==> src/rtl/instruction_queue_pkg.sv <==
// rtl/instruction_queue_pkg.sv - shared opcode constants and decode helpers for the instruction queue
package instruction_queue_pkg;

  localparam int INST_W = 32;

  localparam logic [6:0] OPC_BRANCH = 7'b1100011;
  localparam logic [6:0] OPC_JALR   = 7'b1100111;
  localparam logic [6:0] OPC_STORE  = 7'b0100011;

  // Control-transfer instructions that open a speculation window
  function automatic logic is_branch(input logic [INST_W-1:0] inst);
    return (inst[6:0] == OPC_BRANCH) || (inst[6:0] == OPC_JALR);
  endfunction

  // Branches and stores carry immediate bits in the rd field, not a destination
  function automatic logic has_no_rd(input logic [INST_W-1:0] inst);
    return (inst[6:0] == OPC_BRANCH) || (inst[6:0] == OPC_STORE);
  endfunction

endpackage

==> src/rtl/instruction_queue_if.sv <==
// rtl/instruction_queue_if.sv - fetch, issue and branch-resolution signals of the instruction queue
interface instruction_queue_if
  import instruction_queue_pkg::*;
#(
  parameter int BW_TAG = 4
);
  logic              i_fetch_valid;
  logic              o_fetch_ready;
  logic [INST_W-1:0] i_fetch_inst;
  logic              i_rs_ready;
  logic [BW_TAG-1:0] i_rs_tag;
  logic              o_iss_valid;
  logic [INST_W-1:0] o_iss_inst;
  logic [9:0]        o_iss_rs_flatten;
  logic [4:0]        o_iss_rd;
  logic [BW_TAG-1:0] o_iss_tag;
  logic              o_iss_speculation;
  logic              i_branch_valid;
  logic              i_branch_correct_prediction;

  // Queue side
  modport slave (
    input  i_fetch_valid, i_fetch_inst, i_rs_ready, i_rs_tag,
           i_branch_valid, i_branch_correct_prediction,
    output o_fetch_ready, o_iss_valid, o_iss_inst, o_iss_rs_flatten,
           o_iss_rd, o_iss_tag, o_iss_speculation
  );

  // Fetch / reservation-station / branch-unit side
  modport master (
    output i_fetch_valid, i_fetch_inst, i_rs_ready, i_rs_tag,
           i_branch_valid, i_branch_correct_prediction,
    input  o_fetch_ready, o_iss_valid, o_iss_inst, o_iss_rs_flatten,
           o_iss_rd, o_iss_tag, o_iss_speculation
  );
endinterface

==> src/rtl/instruction_queue_iq_fifo.sv <==
// rtl/instruction_queue_iq_fifo.sv - circular instruction storage with head/tail pointers and flush clear
module iq_fifo
  import instruction_queue_pkg::*;
#(
  parameter int DEPTH = 8,
  parameter int WIDTH = INST_W
) (
  input  logic             clk,
  input  logic             rst_n,
  input  logic             i_push,
  input  logic             i_pop,
  input  logic             i_flush,
  input  logic [WIDTH-1:0] i_wdata,
  output logic [WIDTH-1:0] o_rdata,
  output logic             o_full,
  output logic             o_empty
);
  localparam int AW = $clog2(DEPTH);
  localparam int CW = AW + 1;

  logic [WIDTH-1:0] mem [DEPTH];
  logic [AW-1:0]    head_q, head_d, tail_q, tail_d;
  logic [CW-1:0]    count_q, count_d;

  // Next pointer/count; flush wins over any push/pop (caller gates them anyway)
  always_comb begin
    head_d  = head_q;
    tail_d  = tail_q;
    count_d = count_q;
    if (i_flush) begin
      head_d  = '0;
      tail_d  = '0;
      count_d = '0;
    end else begin
      if (i_push) tail_d = tail_q + AW'(1);
      if (i_pop)  head_d = head_q + AW'(1);
      if (i_push && !i_pop)      count_d = count_q + CW'(1);
      else if (i_pop && !i_push) count_d = count_q - CW'(1);
    end
  end

  // Pointer and occupancy registers
  always_ff @(posedge clk or negedge rst_n) begin
    if (!rst_n) begin
      head_q  <= '0;
      tail_q  <= '0;
      count_q <= '0;
    end else begin
      head_q  <= head_d;
      tail_q  <= tail_d;
      count_q <= count_d;
    end
  end

  // Entry storage is left unreset; stale words are unreachable once count is 0
  always_ff @(posedge clk) begin
    if (i_push) mem[tail_q] <= i_wdata;
  end

  assign o_rdata = mem[head_q];
  assign o_full  = (count_q == CW'(DEPTH));
  assign o_empty = (count_q == '0);
endmodule

==> src/rtl/instruction_queue.sv <==
// rtl/instruction_queue.sv - in-order instruction queue with single-branch speculation tracking
module instruction_queue
  import instruction_queue_pkg::*;
#(
  parameter int DEPTH  = 8,
  parameter int BW_TAG = 4
) (
  input logic                clk,
  input logic                rst_n,
  instruction_queue_if.slave iq
);
  logic              full, empty, flush, push, pop;
  logic              head_is_br, stall_br;
  logic              spec_q, spec_d;
  logic [INST_W-1:0] head_inst;
  logic [BW_TAG-1:0] tag_w;

  iq_fifo #(.DEPTH(DEPTH), .WIDTH(INST_W)) u_fifo (
    .clk     (clk),
    .rst_n   (rst_n),
    .i_push  (push),
    .i_pop   (pop),
    .i_flush (flush),
    .i_wdata (iq.i_fetch_inst),
    .o_rdata (head_inst),
    .o_full  (full),
    .o_empty (empty)
  );

  // A resolution only matters while a branch is outstanding
  assign flush      = spec_q && iq.i_branch_valid && !iq.i_branch_correct_prediction;
  assign head_is_br = is_branch(head_inst);
  // Only one unresolved branch: a second one waits, even in its resolve cycle
  assign stall_br   = head_is_br && spec_q;

  assign push = iq.i_fetch_valid && iq.o_fetch_ready;
  assign pop  = iq.o_iss_valid;

  assign iq.o_fetch_ready    = !full && !flush;
  assign iq.o_iss_valid      = !empty && iq.i_rs_ready && !flush && !stall_br;
  assign iq.o_iss_inst       = head_inst;
  assign iq.o_iss_rs_flatten = {head_inst[24:20], head_inst[19:15]};
  assign iq.o_iss_rd         = has_no_rd(head_inst) ? 5'd0 : head_inst[11:7];
  assign tag_w               = iq.i_rs_tag;
  assign iq.o_iss_tag        = tag_w;
  assign iq.o_iss_speculation = spec_q;

  // Speculation window opens when a branch issues, closes on its resolution
  always_comb begin
    spec_d = spec_q;
    if (spec_q && iq.i_branch_valid)  spec_d = 1'b0;
    else if (pop && head_is_br)       spec_d = 1'b1;
  end

  // Speculation flag register
  always_ff @(posedge clk or negedge rst_n) begin
    if (!rst_n) spec_q <= 1'b0;
    else        spec_q <= spec_d;
  end
endmodule

==> src/flat_wrapper.sv <==
// flat-port wrapper written by rule: the top's interface ports become plain ports
module instruction_queue_flat import instruction_queue_pkg::*;
#(
  parameter int DEPTH  = 8,
  parameter int BW_TAG = 4
)
  (clk, rst_n, iq_i_fetch_valid, iq_i_fetch_inst, iq_i_rs_ready, iq_i_rs_tag, iq_i_branch_valid, iq_i_branch_correct_prediction, iq_o_fetch_ready, iq_o_iss_valid, iq_o_iss_inst, iq_o_iss_rs_flatten, iq_o_iss_rd, iq_o_iss_tag, iq_o_iss_speculation);
  instruction_queue_if #(.BW_TAG(BW_TAG)) iq_i ();
  input logic clk;
  input logic rst_n;
  input wire logic [$bits(iq_i.i_fetch_valid)-1:0] iq_i_fetch_valid;
  input wire logic [$bits(iq_i.i_fetch_inst)-1:0] iq_i_fetch_inst;
  input wire logic [$bits(iq_i.i_rs_ready)-1:0] iq_i_rs_ready;
  input wire logic [$bits(iq_i.i_rs_tag)-1:0] iq_i_rs_tag;
  input wire logic [$bits(iq_i.i_branch_valid)-1:0] iq_i_branch_valid;
  input wire logic [$bits(iq_i.i_branch_correct_prediction)-1:0] iq_i_branch_correct_prediction;
  output wire logic [$bits(iq_i.o_fetch_ready)-1:0] iq_o_fetch_ready;
  output wire logic [$bits(iq_i.o_iss_valid)-1:0] iq_o_iss_valid;
  output wire logic [$bits(iq_i.o_iss_inst)-1:0] iq_o_iss_inst;
  output wire logic [$bits(iq_i.o_iss_rs_flatten)-1:0] iq_o_iss_rs_flatten;
  output wire logic [$bits(iq_i.o_iss_rd)-1:0] iq_o_iss_rd;
  output wire logic [$bits(iq_i.o_iss_tag)-1:0] iq_o_iss_tag;
  output wire logic [$bits(iq_i.o_iss_speculation)-1:0] iq_o_iss_speculation;
  assign iq_i.i_fetch_valid = iq_i_fetch_valid;
  assign iq_i.i_fetch_inst = iq_i_fetch_inst;
  assign iq_i.i_rs_ready = iq_i_rs_ready;
  assign iq_i.i_rs_tag = iq_i_rs_tag;
  assign iq_i.i_branch_valid = iq_i_branch_valid;
  assign iq_i.i_branch_correct_prediction = iq_i_branch_correct_prediction;
  assign iq_o_fetch_ready = iq_i.o_fetch_ready;
  assign iq_o_iss_valid = iq_i.o_iss_valid;
  assign iq_o_iss_inst = iq_i.o_iss_inst;
  assign iq_o_iss_rs_flatten = iq_i.o_iss_rs_flatten;
  assign iq_o_iss_rd = iq_i.o_iss_rd;
  assign iq_o_iss_tag = iq_i.o_iss_tag;
  assign iq_o_iss_speculation = iq_i.o_iss_speculation;
  instruction_queue #(.DEPTH(DEPTH), .BW_TAG(BW_TAG)) u_core (.clk(clk), .rst_n(rst_n), .iq(iq_i));
endmodule
==> config.mk <==
export PLATFORM = sky130hd
export DESIGN_NAME = instruction_queue_flat
export DESIGN_NICKNAME = d
export VERILOG_FILES = /design/src/rtl/instruction_queue_pkg.sv /design/src/rtl/instruction_queue_if.sv /design/src/rtl/instruction_queue_iq_fifo.sv /design/src/rtl/instruction_queue.sv /design/src/flat_wrapper.sv
export SDC_FILE = /design/constraint.sdc
export NUM_CORES = 1
export LEC_CHECK = 0
export CAP_MARGIN = 25
export CORE_MARGIN = 2
export CORE_UTILIZATION = 61
export CTS_CLUSTER_DIAMETER = 100
export DETAILED_ROUTE_END_ITERATION = 6
export PLACE_DENSITY = 0.84
export SLEW_MARGIN = 20
export SYNTH_ARGS = -nofsm -noshare
export SYNTH_HDL_FRONTEND = slang
export SYNTH_SLANG_ARGS = --single-unit
==> constraint.sdc <==
create_clock -name clk -period 12.4 [get_ports clk]
set_input_delay 1.24 -clock clk [delete_from_list [all_inputs] [get_ports clk]]
set_output_delay 1.24 -clock clk [all_outputs]
set_load 0.01 [all_outputs]
# Word level (Yosys, flattened, before mapping)
# Memories as Yosys holds them, arrays and structs flattened.
# Cells that the tools add are included.
# op_classes
add_sub_neg	4
n_mul	0
div	0
magnitude_cmp	0
n_eq_ne	4
shift	0
muxes	12
bitwise	0
n_reduce_logical	25
# ops
cell	count
$eq 7x7->1 const B	2
$mux 3	4
$mux 4	3
$logic_and 1x1->1	11
$eq 7x6->1 const B	1
$logic_not 1->1	7
$add 3x1->3 const B	2
$reduce_bool 2->1	3
$mux 5	1
$add 4x1->4 const B	1
$eq 4x4->1 const B	1
$logic_not 4->1	1
$mux 1	4
$sub 4x1->4 const B	1
$reduce_bool 3->1	1
$logic_or 1x1->1	2
# word_totals
regBits	11
latch_bits	0
ram_bits	256
romBits	0
in_bits	42
output_inout_bits	54
word_cells	50
n_memories	1
# mem_list
memory	depth	word_bits	read_ports	rd_clocked_by_memory_dff	write_ports	line_no	source
u_core.u_fifo.mem	8	32	1	0	1	instruction_queue_iq_fifo.sv:21	logic [WIDTH-1:0] mem [DEPTH];

# Logic depth before layout (Yosys ltp)
# Gate-level depths: netlist of the first run.
# logic_depth
depth_word	10
mapped_depth	14
ltp_nobuf	12

# Cells and area by module
# From an unflattened synthesis of the first run, not the netlist that was laid out.
# hier_totals
hier_cells	472
area_unflattened_um2	10541.4
# by_module_without_submodules
module	instances	cells_per_inst	area_per_inst_um2	seq_area_each_um2
iq_fifo	1	440	10278.6	7937.6
instruction_queue	1	32	262.8	25.0

# Worst setup path before layout of the first run
# No wires, ideal clock.
# synth_path
kind	input port to flip-flop
start	in iq_i_branch_valid
end	mem u_core.u_fifo.mem[0][0] (netlist bit), enable pin
setup_time_ns	0.461
arrival_ns	4.520
required_ns	11.939
path_slack_ns	7.419
path_stages	5
n_path_buf	1
path_cell_list	and3b_1 -> clkbuf_1 -> a211oi_1 -> nand2b_1 -> nor3_1
# synth_via
elab_chain_cells	7
# synth_lines
item	line_no	source
from (decl)	flat_wrapper.sv:15	input wire logic [$bits(iq_i.i_branch_valid)-1:0] iq_i_branch_valid;
$logic_and 1x1->1 (2 in series)	instruction_queue.sv:31	assign flush = spec_q && iq.i_branch_valid && !iq.i_branch_correct_prediction;
$logic_not 1->1	instruction_queue.sv:39	assign iq.o_fetch_ready = !full && !flush;
$logic_and 1x1->1	instruction_queue.sv:39	
$logic_and 1x1->1	instruction_queue.sv:36	assign push = iq.i_fetch_valid && iq.o_fetch_ready;
$mux 1	instruction_queue_iq_fifo.sv:57	if (i_push) mem[tail_q] <= i_wdata;
$mux 1 (implied by the code)	instruction_queue_iq_fifo.sv:57	
to (decl)	instruction_queue_iq_fifo.sv:21	
# No other way between the ends.

# Final worst setup path of the first run
# layout_path
start	reg u_core.u_fifo.head_q[0]
end	out iq_o_iss_rd[1]
# layout_via
elab_chain_cells	4
elab_cells_between_ends	5
classes_between	eq/ne (2); mux (1); reduce/logical (1); memory (1)
# layout_lines
item	line_no	source
from (decl)	instruction_queue_iq_fifo.sv:22	logic [AW-1:0] head_q, head_d, tail_q, tail_d;
from (signal assigned)	instruction_queue_iq_fifo.sv:45	head_q <= '0;
from (signal assigned)	instruction_queue_iq_fifo.sv:49	head_q <= head_d;
$mem_v2 8x32 (*)	-	
$eq 7x7->1 or $eq 7x6->1 (tied branches)	instruction_queue_pkg.sv:17	return (inst[6:0] == OPC_BRANCH) || (inst[6:0] == OPC_STORE);
$logic_or 1x1->1	instruction_queue_pkg.sv:17	
$mux 5 (*)	instruction_queue.sv:43	assign iq.o_iss_rd = has_no_rd(head_inst) ? 5'd0 : head_inst[11:7];
to (decl)	flat_wrapper.sv:21	output wire logic [$bits(iq_i.o_iss_rd)-1:0] iq_o_iss_rd;
# Every way passes the cells marked *; elsewhere a longest branch is shown, timed or not.

==> impl_metrics.toml, run 1 <==
[die]
fp-row-count = 47
fp.dieArea_sq_mm = 0.0182
io_pins = 96
die_w_microns = 135
dieHeight_microns = 135
core_sq_mm = 0.0166
floorplan.initialDensity = 0.628

[timing]
timing.fmax_mhz = 206
period_share = 0.391
report.final.hold_viol_count = 0
finalCriticalPeriod_ps = 4850
rsz0062_at_grt = "no"
relSlewSlack = 0.347
setup_tns_ps = 0
whs_ps = 569
maxSlewViolCount = 0
setup_viol = 0
fin_skew_ps = 7.47
worstMarginPinSlew_ps = 974
fin_ws_ps = 7550

[clock_network]
clock-sinks = 267
cts-root-buf = "clkbuf_16"
cts_resized = 0
cts_setup_buffers = 0
cts_max_path_buffers = 3
clkTransAtPathRegs_ps = 60
htree_levels = 1
cts_buffers = 26
insertion_delay_ps = 520
ctsHoldBuffers = 0
cts_tree = "done"

[synth]
synth_xor_area_frac = 0.00335
synth-simple-area-share = 0.0208
synth_common_cells = "edfxtp_1 (256), mux4_2 (64), mux2_2 (31)"
yosysMostFrequentCell = "edfxtp_1"
synth_ff_type = "edfxtp_1"
synth_top_family_by_area = "multiplexers"
syn_area_sq_mm = 0.0105
synth.mux.area_fraction = 0.177
synth_top_area_frac = 0.735
synth_seq_cells = 267
synth_cell_types = 32
synth_top_area_cell = "edfxtp_1"
syn_inst = 470
synth_edf_count = 256
synth_area_per_cell_sq_um = 22.2
synth_fa_ha_area_frac = 0.00790
synth_compound_area_frac = 0.00754
ys.warnings.count = 0
synth_area_leaders = "edfxtp_1 (74%), mux4_2 (14%), mux2_2 (3.3%)"
synthArstFlopShare = 0.0412
yosysSeqAreaShare = 0.762
synth_nets = 518

[routing]
wire_per_inst_microns = 24.4
vias = 4879
routed_wl_microns = 19600
postRouteAntennaNets = 0
first_pass_iters = 5
drtIter0Drc = 369
drc_errors = 0
viasPerCell = 6.08

[grt]
grt_first_pass_wirelength_microns = 30600
grt_max_degree = 56
grt-ovfl-total = 0
grt_usage = 0.227
grt_pass1_vias = 5237
antenna_found_initial = 0

[place]
dp_hpwl_microns = 11100
io_buffers = 87
gp_congestion = 0.741
pre_cts_ws_ps = 7680

[worst_setup_path]
crit_chain = "buf_6 -> mux4_2 -> mux2_2 -> nor3b_2 -> nor2b_1 -> clkdlybuf4s50_1"
path_class = "reg -> out"
slowest_delay_ps = 620
cpMaxStageDelayCell = "buf_6"
cp_max_fo = 55
cp-end-kind = "output pin"
crit_path_start_kind = "flip-flop"
cp.arrival_ps = 3610
cp.required_ps = 11160

[layout]
multi_input_area_sq_mm = 0.00232
fin_nets = 611
area_growth_pct = 19.9
n_fill_cell = 850
n_antenna_cell = 0
final_layout_size_suffix_gt1_frac = 0.274
seq_area_sq_mm = 0.00797

[worst_hold_path]
hp-class = "reg -> reg"

[pwr]
ir_worst_vdd_v = 0.000177
power_density_mw_per_mm2 = 247
p_total_mw = 3.10
power_leakage_nw = 4.09

[job]
drv_cap = 0

[run_status]
status = "completed"
==> cell type report <==
type | instances | share of cell area
repair buffers | 98 | 0.0858
clock inverters | 13 | 0.00929
inverters | 8 | 0.00240
well taps | 220 | 0.0220
flip-flops and latches | 267 | 0.636
clock buffers | 35 | 0.0595
multi-input cells | 162 | 0.185
==> per-stage QoR <==
step	util	area, sq um	std cells
2_1_floorplan	-	10500	470
3_3_place_gp	0.691	11500	748
3_5_place_dp	0.700	11600	754
4_1_cts	0.752	12500	802
5_1_grt	0.753	12500	803
6_report	0.753	12500	803
==> worst max-delay path: cells and delay by family (launching register included) <==
kind | cells | cell delay, ps
AND/OR/NAND/NOR | 2 | 510
multiplexers | 2 | 880
flip-flops | 1 | 550
buffers and inverters | 2 | 1110
==> registers in the layout, indices dropped and copies added (netlist names) <==
register                     cells
u_core.u_fifo.tail_q             3
u_core.u_fifo.count_q            4
u_core.u_fifo.head_q             3
u_core.iq.o_iss_speculation      1
u_core.u_fifo.mem              256
==> per-layer routing <==
| metal | track usage | up-vias | wire length [microns] |
|---|---|---|---|
| met2 | 0.368 | 156 | 9840 |
| met1 | 0.319 | 2569 | 8250 |
| met4 | 0.0696 | 0 | 464 |
| li1 | - | 2114 | - |
| met5 | 0 | - | 0 |
| met3 | 0.0454 | 40 | 1020 |
==> placed cells by master, fill, tap and decap left out, drive strengths merged, types with 4 or more instances in the layout <==
cell type	count
clkinv	9
edfxtp	256
mux4	64
mux2i	6
inv	9
nand2	8
a21oi	6
clkdlybuf4s50	87
buf	11
mux2	31
nor2b	4
clkbuf	35
dfrtp	11
nor2	14
ha	5
==> cells by family (layout without fill, tap and decap cells) <==
| family | count (synthesis) | count (layout) |
|---|---|---|
| simple gates | 39 | 39 |
| mux | 101 | 101 |
| fa+ha+maj | 6 | 6 |
| xor+xnor | 4 | 4 |
| buf+inv | 41 | 154 |
| compound gates | 12 | 12 |
| flops | 267 | 267 |
==> report_power, final <==
group | internal [mW] | switching [mW] | leakage [nW]
Sequential | 1.14 | 0.0726 | 2.45
Clock | 0.463 | 0.314 | 0.425
Combinational | 0.609 | 0.500 | 1.21
==> path summary, 6_finish.rpt <==
kind	from	end	slack (ps)	cells past startpoint
worst max-delay path	u_core.u_fifo.head_q[0]$_DFFE_PN0P_	iq_o_iss_rd[1]	7550	6
worst min-delay path	u_core.iq.o_iss_speculation$_DFFE_PN0P_	u_core.iq.o_iss_speculation$_DFFE_PN0P_	570	1
worst max register to register	u_core.u_fifo.head_q[1]$_DFFE_PN0P_	u_core.u_fifo.count_q[3]$_DFFE_PN0P_	8230	13
worst min register to register	u_core.iq.o_iss_speculation$_DFFE_PN0P_	u_core.iq.o_iss_speculation$_DFFE_PN0P_	570	1
max in group asynchronous	rst_n	u_core.u_fifo.head_q[0]$_DFFE_PN0P_	10920	1
min in group asynchronous	rst_n	u_core.u_fifo.tail_q[2]$_DFFE_PN0P_	1080	1
Power figures use the tool's default switching activity.
==> run 2: changes to the inputs <==
Settings changed: CORE_UTILIZATION 61 to 57, PLACE_DENSITY 0.84 to 0.79.
Clock period 12.4 ns to 4.9 ns, I/O delays scaled along.
==> run 2 against run 1 <==
Count of clock-buffer cells in the layout shrank 2. Via count rose by 0.59%. Worst hold slack worse by 260 ps. Clock skew increased by 7.2 ps. Critical path type unchanged.
==> impl_metrics.toml, run 2 (same netlist as run 1, synthesis figures left out) <==
[layout]
final_cell_mix = "edfxtp_1 (256), clkdlybuf4s50_1 (87), mux4_2 (64)"
top_regs = "u_core.u_fifo.mem: 256 flops, u_core.u_fifo.count_q: 4 flops"
regMostFlops = "u_core.u_fifo.mem"
largest_reg_flops = 256
multi_input_area_sq_mm = 0.00232
n_antenna_cell = 0
area_growth_pct = 19.4
final_layout_size_suffix_gt1_frac = 0.287
fin_nets = 619
final_common_cell = "edfxtp_1"
seq_area_sq_mm = 0.00797
n_fill_cell = 1072

[worst_setup_path]
cp.arrival_ps = 3500
r2r_cells = 13
cp-end-kind = "output pin"
cp_max_fo = 27
cp.required_ps = 4410
crit_path_start_kind = "flip-flop"
path_class = "reg -> out"

[clock_network]
cts_buffers = 27
htree_levels = 1
cts_tree = "done"
cts_setup_buffers = 0
insertion_delay_ps = 540
cts-root-buf = "clkbuf_16"
cts_resized = 0
cts_max_path_buffers = 3
clock-sinks = 267
ctsHoldBuffers = 0
clkTransAtPathRegs_ps = 60

[grt]
use_met3 = 0.0317
grt_max_degree = 33
grt_usage = 0.206
top_usage_layer = "met2"
use_met1 = 0.274
antenna_found_initial = 0
grt_pass1_vias = 5202
grt_first_pass_wirelength_microns = 30000
grt-ovfl-total = 0
use_met2 = 0.359

[routing]
routed_wl_microns = 19700
first_pass_iters = 5
viasPerCell = 5.98
wire_per_inst_microns = 24.0
drtIter0Drc = 359
drc_errors = 0
postRouteAntennaNets = 0
vias = 4908

[die]
die_w_microns = 139
fp.dieArea_sq_mm = 0.0194
fp-row-count = 49
core_sq_mm = 0.0180
floorplan.initialDensity = 0.582
dieHeight_microns = 139
io_pins = 96

[job]
drv_cap = 0

[timing]
fin_skew_ps = 14.6
maxSlewViolCount = 0
finalCriticalPeriod_ps = 3990
setup_viol = 0
period_share = 0.815
report.final.hold_viol_count = 0
worstMarginPinSlew_ps = 835
relSlewSlack = 0.442
setup_tns_ps = 0
timing.fmax_mhz = 250
rsz0062_at_grt = "no"

[place]
io_buffers = 87
dp_hpwl_microns = 11500
gp_congestion = 0.756

[pwr]
power_density_mw_per_mm2 = 626
power_leakage_nw = 4.09
ir_worst_vdd_v = 0.000461
p_total_mw = 7.81

[worst_hold_path]
hp-class = "in -> async"

[run_status]
status = "completed"
run 2: cell types whose count changed in the layout (fill, tap and decap cells not counted), sizes merged:
| cell | previous run | this run |
|---|---|---|
| buf | 11 | 18 |
| clkbuf | 35 | 33 |
| clkinvlp | 1 | 3 |
| clkinv | 9 | 10 |
| inv | 9 | 10 |
run 2: final cells by class:
type                    instances  area share
clock inverters                17      0.0130
clock buffers                  33      0.0567
repair buffers                105      0.0806
inverters                       8     0.00241
flip-flops and latches        267       0.638
multi-input cells             162       0.186
well taps                     229      0.0230
run 2: routing by layer:
metal	wire length, microns	part of all wire
met1	7730	0.39
met2	10400	0.53
met3	1250	0.064
met4	328	0.017
met5	0	0
run 2: stage by stage:
step,std cells,area [sq um],hold WS [ps],utilization,setup slack [ps]
CTS,821,12500,314,0.695,805
global placement,771,11600,544,0.646,1220
detailed placement,771,11600,544,0.646,1130
finish,821,12500,306,0.695,906
floorplan,470,10500,194,-,669
global route,821,12500,346,0.695,710
run 2: final timing paths:
check	from	to	slack, ps
worst min register to register	u_core.u_fifo.count_q[2]$_DFFE_PN0P_	u_core.u_fifo.count_q[2]$_DFFE_PN0P_	550
max in group asynchronous	rst_n	u_core.u_fifo.head_q[0]$_DFFE_PN0P_	4200
worst min-delay path	rst_n	u_core.u_fifo.head_q[0]$_DFFE_PN0P_	310
min in group clk	u_core.u_fifo.count_q[2]$_DFFE_PN0P_	u_core.u_fifo.count_q[2]$_DFFE_PN0P_	550
worst max-delay path	u_core.u_fifo.head_q[1]$_DFFE_PN0P_	iq_o_iss_rd[0]	910
worst max register to register	u_core.u_fifo.head_q[0]$_DFFE_PN0P_	u_core.u_fifo.count_q[3]$_DFFE_PN0P_	1120
run 2: critical path, stage by stage (launching register included):
cell	delay [ps]
dfrtp_2	840
buf_4	360
mux2_2	400
nand4bb_4	280
nor3b_2	490
nor2b_1	100
clkdlybuf4s50_1	500
run 2: power breakdown:
group	internal [mW]	switching [mW]	leakage, nW
sequential	2.89	0.234	2.45
clock	1.14	0.823	0.423
combinational	1.51	1.21	1.21
==> run 3: changes to the inputs <==
Clock period 4.9 ns to 3.8 ns, I/O delays scaled along.
==> run 3 against run 2 <==
Power is 29% higher. Combinational power is 37% higher. Die area stayed put. Sequential power is 26% higher. Via count is 0.55% lower. Critical path depth stayed put. First-iteration DRC count is 7.0% lower. Sequential cell count stayed put. Register-to-register slack worse by 870 ps. Critical path type unchanged. Largest power group unchanged.
==> impl_metrics.toml, run 3 (same netlist as run 1, synthesis figures left out) <==
[run_status]
status = "completed"

[die]
dieHeight_microns = 139
die_w_microns = 139
io_pins = 96
fp-row-count = 49
fp.dieArea_sq_mm = 0.0194
floorplan.initialDensity = 0.582
core_sq_mm = 0.0180

[layout]
area_growth_pct = 20.0
largest_reg_flops = 256
fin_nets = 618
final_cell_mix = "edfxtp_1 (256), clkdlybuf4s50_1 (87), mux4_2 (64)"
n_antenna_cell = 0
n_fill_cell = 1059
regMostFlops = "u_core.u_fifo.mem"
top_regs = "u_core.u_fifo.mem: 256 flops, u_core.u_fifo.count_q: 4 flops"
final_common_cell = "edfxtp_1"
final_layout_size_suffix_gt1_frac = 0.277

[worst_setup_path]
r2r_cells = 13
cp_max_fo = 13
r2r_slack_ps = 250
rr_startpoint = "u_core.u_fifo.head_q[0]$_DFFE_PN0P_"
cp.arrival_ps = 3180
path_class = "reg -> out"
critPathBufInv = 2
worstSetupStartpoint = "u_core.u_fifo.head_q[0]$_DFFE_PN0P_"
worst-path-stages = 6
cpMaxStageDelayCell = "mux4_2"
slowest_delay_ps = 550
cp.required_ps = 3420
cp-end-kind = "output pin"
crit_path_start_kind = "flip-flop"
critPathCapture = "iq_o_iss_rd[0]"
timing.rr.end = "u_core.u_fifo.count_q[3]$_DFFE_PN0P_"
crit_chain = "buf_4 -> mux4_2 -> mux2_2 -> nor3b_4 -> nor2b_1 -> clkdlybuf4s50_1"
crit_family = "multiplexers"

[timing]
timing.fmax_mhz = 281
period_share = 0.937
worstMarginPinSlew_ps = 640
maxSlewViolCount = 0
rsz0062_at_grt = "no"
finalCriticalPeriod_ps = 3560
setup_viol = 0
relSlewSlack = 0.573
fin_ws_ps = 241
setup_tns_ps = 0
fin_skew_ps = 18.1
report.final.hold_viol_count = 0

[place]
pre_cts_ws_ps = 244
io_buffers = 87
dp_hpwl_microns = 10700
gp_congestion = 0.744

[routing]
drc_errors = 0
drtIter0Drc = 334
vias = 4881
viasPerCell = 5.97
first_pass_iters = 4
wire_per_inst_microns = 23.8
postRouteAntennaNets = 0
routed_wl_microns = 19400

[clock_network]
htree_levels = 1
clkTransAtPathRegs_ps = 60
clock-sinks = 267
cts-root-buf = "clkbuf_16"
cts_tree = "done"
cts_max_path_buffers = 3
cts_setup_buffers = 0
cts_buffers = 26
insertion_delay_ps = 530

[job]
drv_cap = 0

[grt]
grt_pass1_vias = 5288
grt_first_pass_wirelength_microns = 30200
grt-ovfl-total = 0
grt_max_degree = 35
antenna_found_initial = 0
grt_usage = 0.204

[pwr]
power_leakage_nw = 4.10
power_density_mw_per_mm2 = 806
ir_worst_vdd_v = 0.000563

[worst_hold_path]
hp-class = "in -> async"
## run 3: area by class of cell
| cell class | instances | area [sq um] | area share |
|---|---|---|---|
| inverters | 8 | 30.0 | 0.00239 |
| well taps | 229 | 287 | 0.0228 |
| repair buffers | 105 | 1120 | 0.0891 |
| clock buffers | 33 | 698 | 0.0556 |
| clock inverters | 13 | 110 | 0.00877 |
| multi-input cells | 162 | 2340 | 0.186 |
| flip-flops and latches | 267 | 7970 | 0.635 |
## run 3: how the worst min path moves through the flow
stage	start	end
after floorplan	rst_n	u_core.iq.o_iss_speculation$_DFFE_PN0P_
after global placement	u_core.u_fifo.count_q[2]$_DFFE_PN0P_	u_core.u_fifo.count_q[2]$_DFFE_PN0P_
after detailed placement	u_core.u_fifo.count_q[2]$_DFFE_PN0P_	u_core.u_fifo.count_q[2]$_DFFE_PN0P_
after CTS	rst_n	u_core.u_fifo.tail_q[2]$_DFFE_PN0P_
after global routing	rst_n	u_core.u_fifo.tail_q[2]$_DFFE_PN0P_
final	rst_n	u_core.u_fifo.tail_q[1]$_DFFE_PN0P_
## run 3: timing repair
action | 4_1_cts | 5_1_grt
endpoints found under the setup margin | 0 | 5
resized for setup | 0 | 1
hold buffers | 0 | 0
endpoints found under the hold margin | 0 | 0
## run 3: routing by layer
layer | global-route usage | up-vias | part of all wire
li1 | - | 2122 | -
met1 | 0.275 | 2549 | 0.41
met2 | 0.350 | 174 | 0.51
met3 | 0.0379 | 36 | 0.057
met4 | 0.0537 | 0 | 0.021
met5 | 0 | - | 0
## run 3: stage by stage
stage	utilization	cell area (sq um)	total power, mW	instances	hold slack (ps)
final	0.699	12600	10.1	817	215
after global routing	0.699	12600	10.5	817	248
after CTS	0.698	12500	10.2	817	221
after detailed placement	0.653	11700	7.73	771	555
after global placement	0.653	11700	7.65	771	541
after floorplan	-	10500	6.21	470	84.4
## run 3: power breakdown
| group | switching, mW | total [mW] | internal, mW |
|---|---|---|---|
| Clock | 1.02 | 2.44 | 1.43 |
| Sequential | 0.215 | 3.94 | 3.72 |
| Combinational | 1.70 | 3.73 | 2.03 |
| Total | 2.94 | 10.1 | 7.18 |
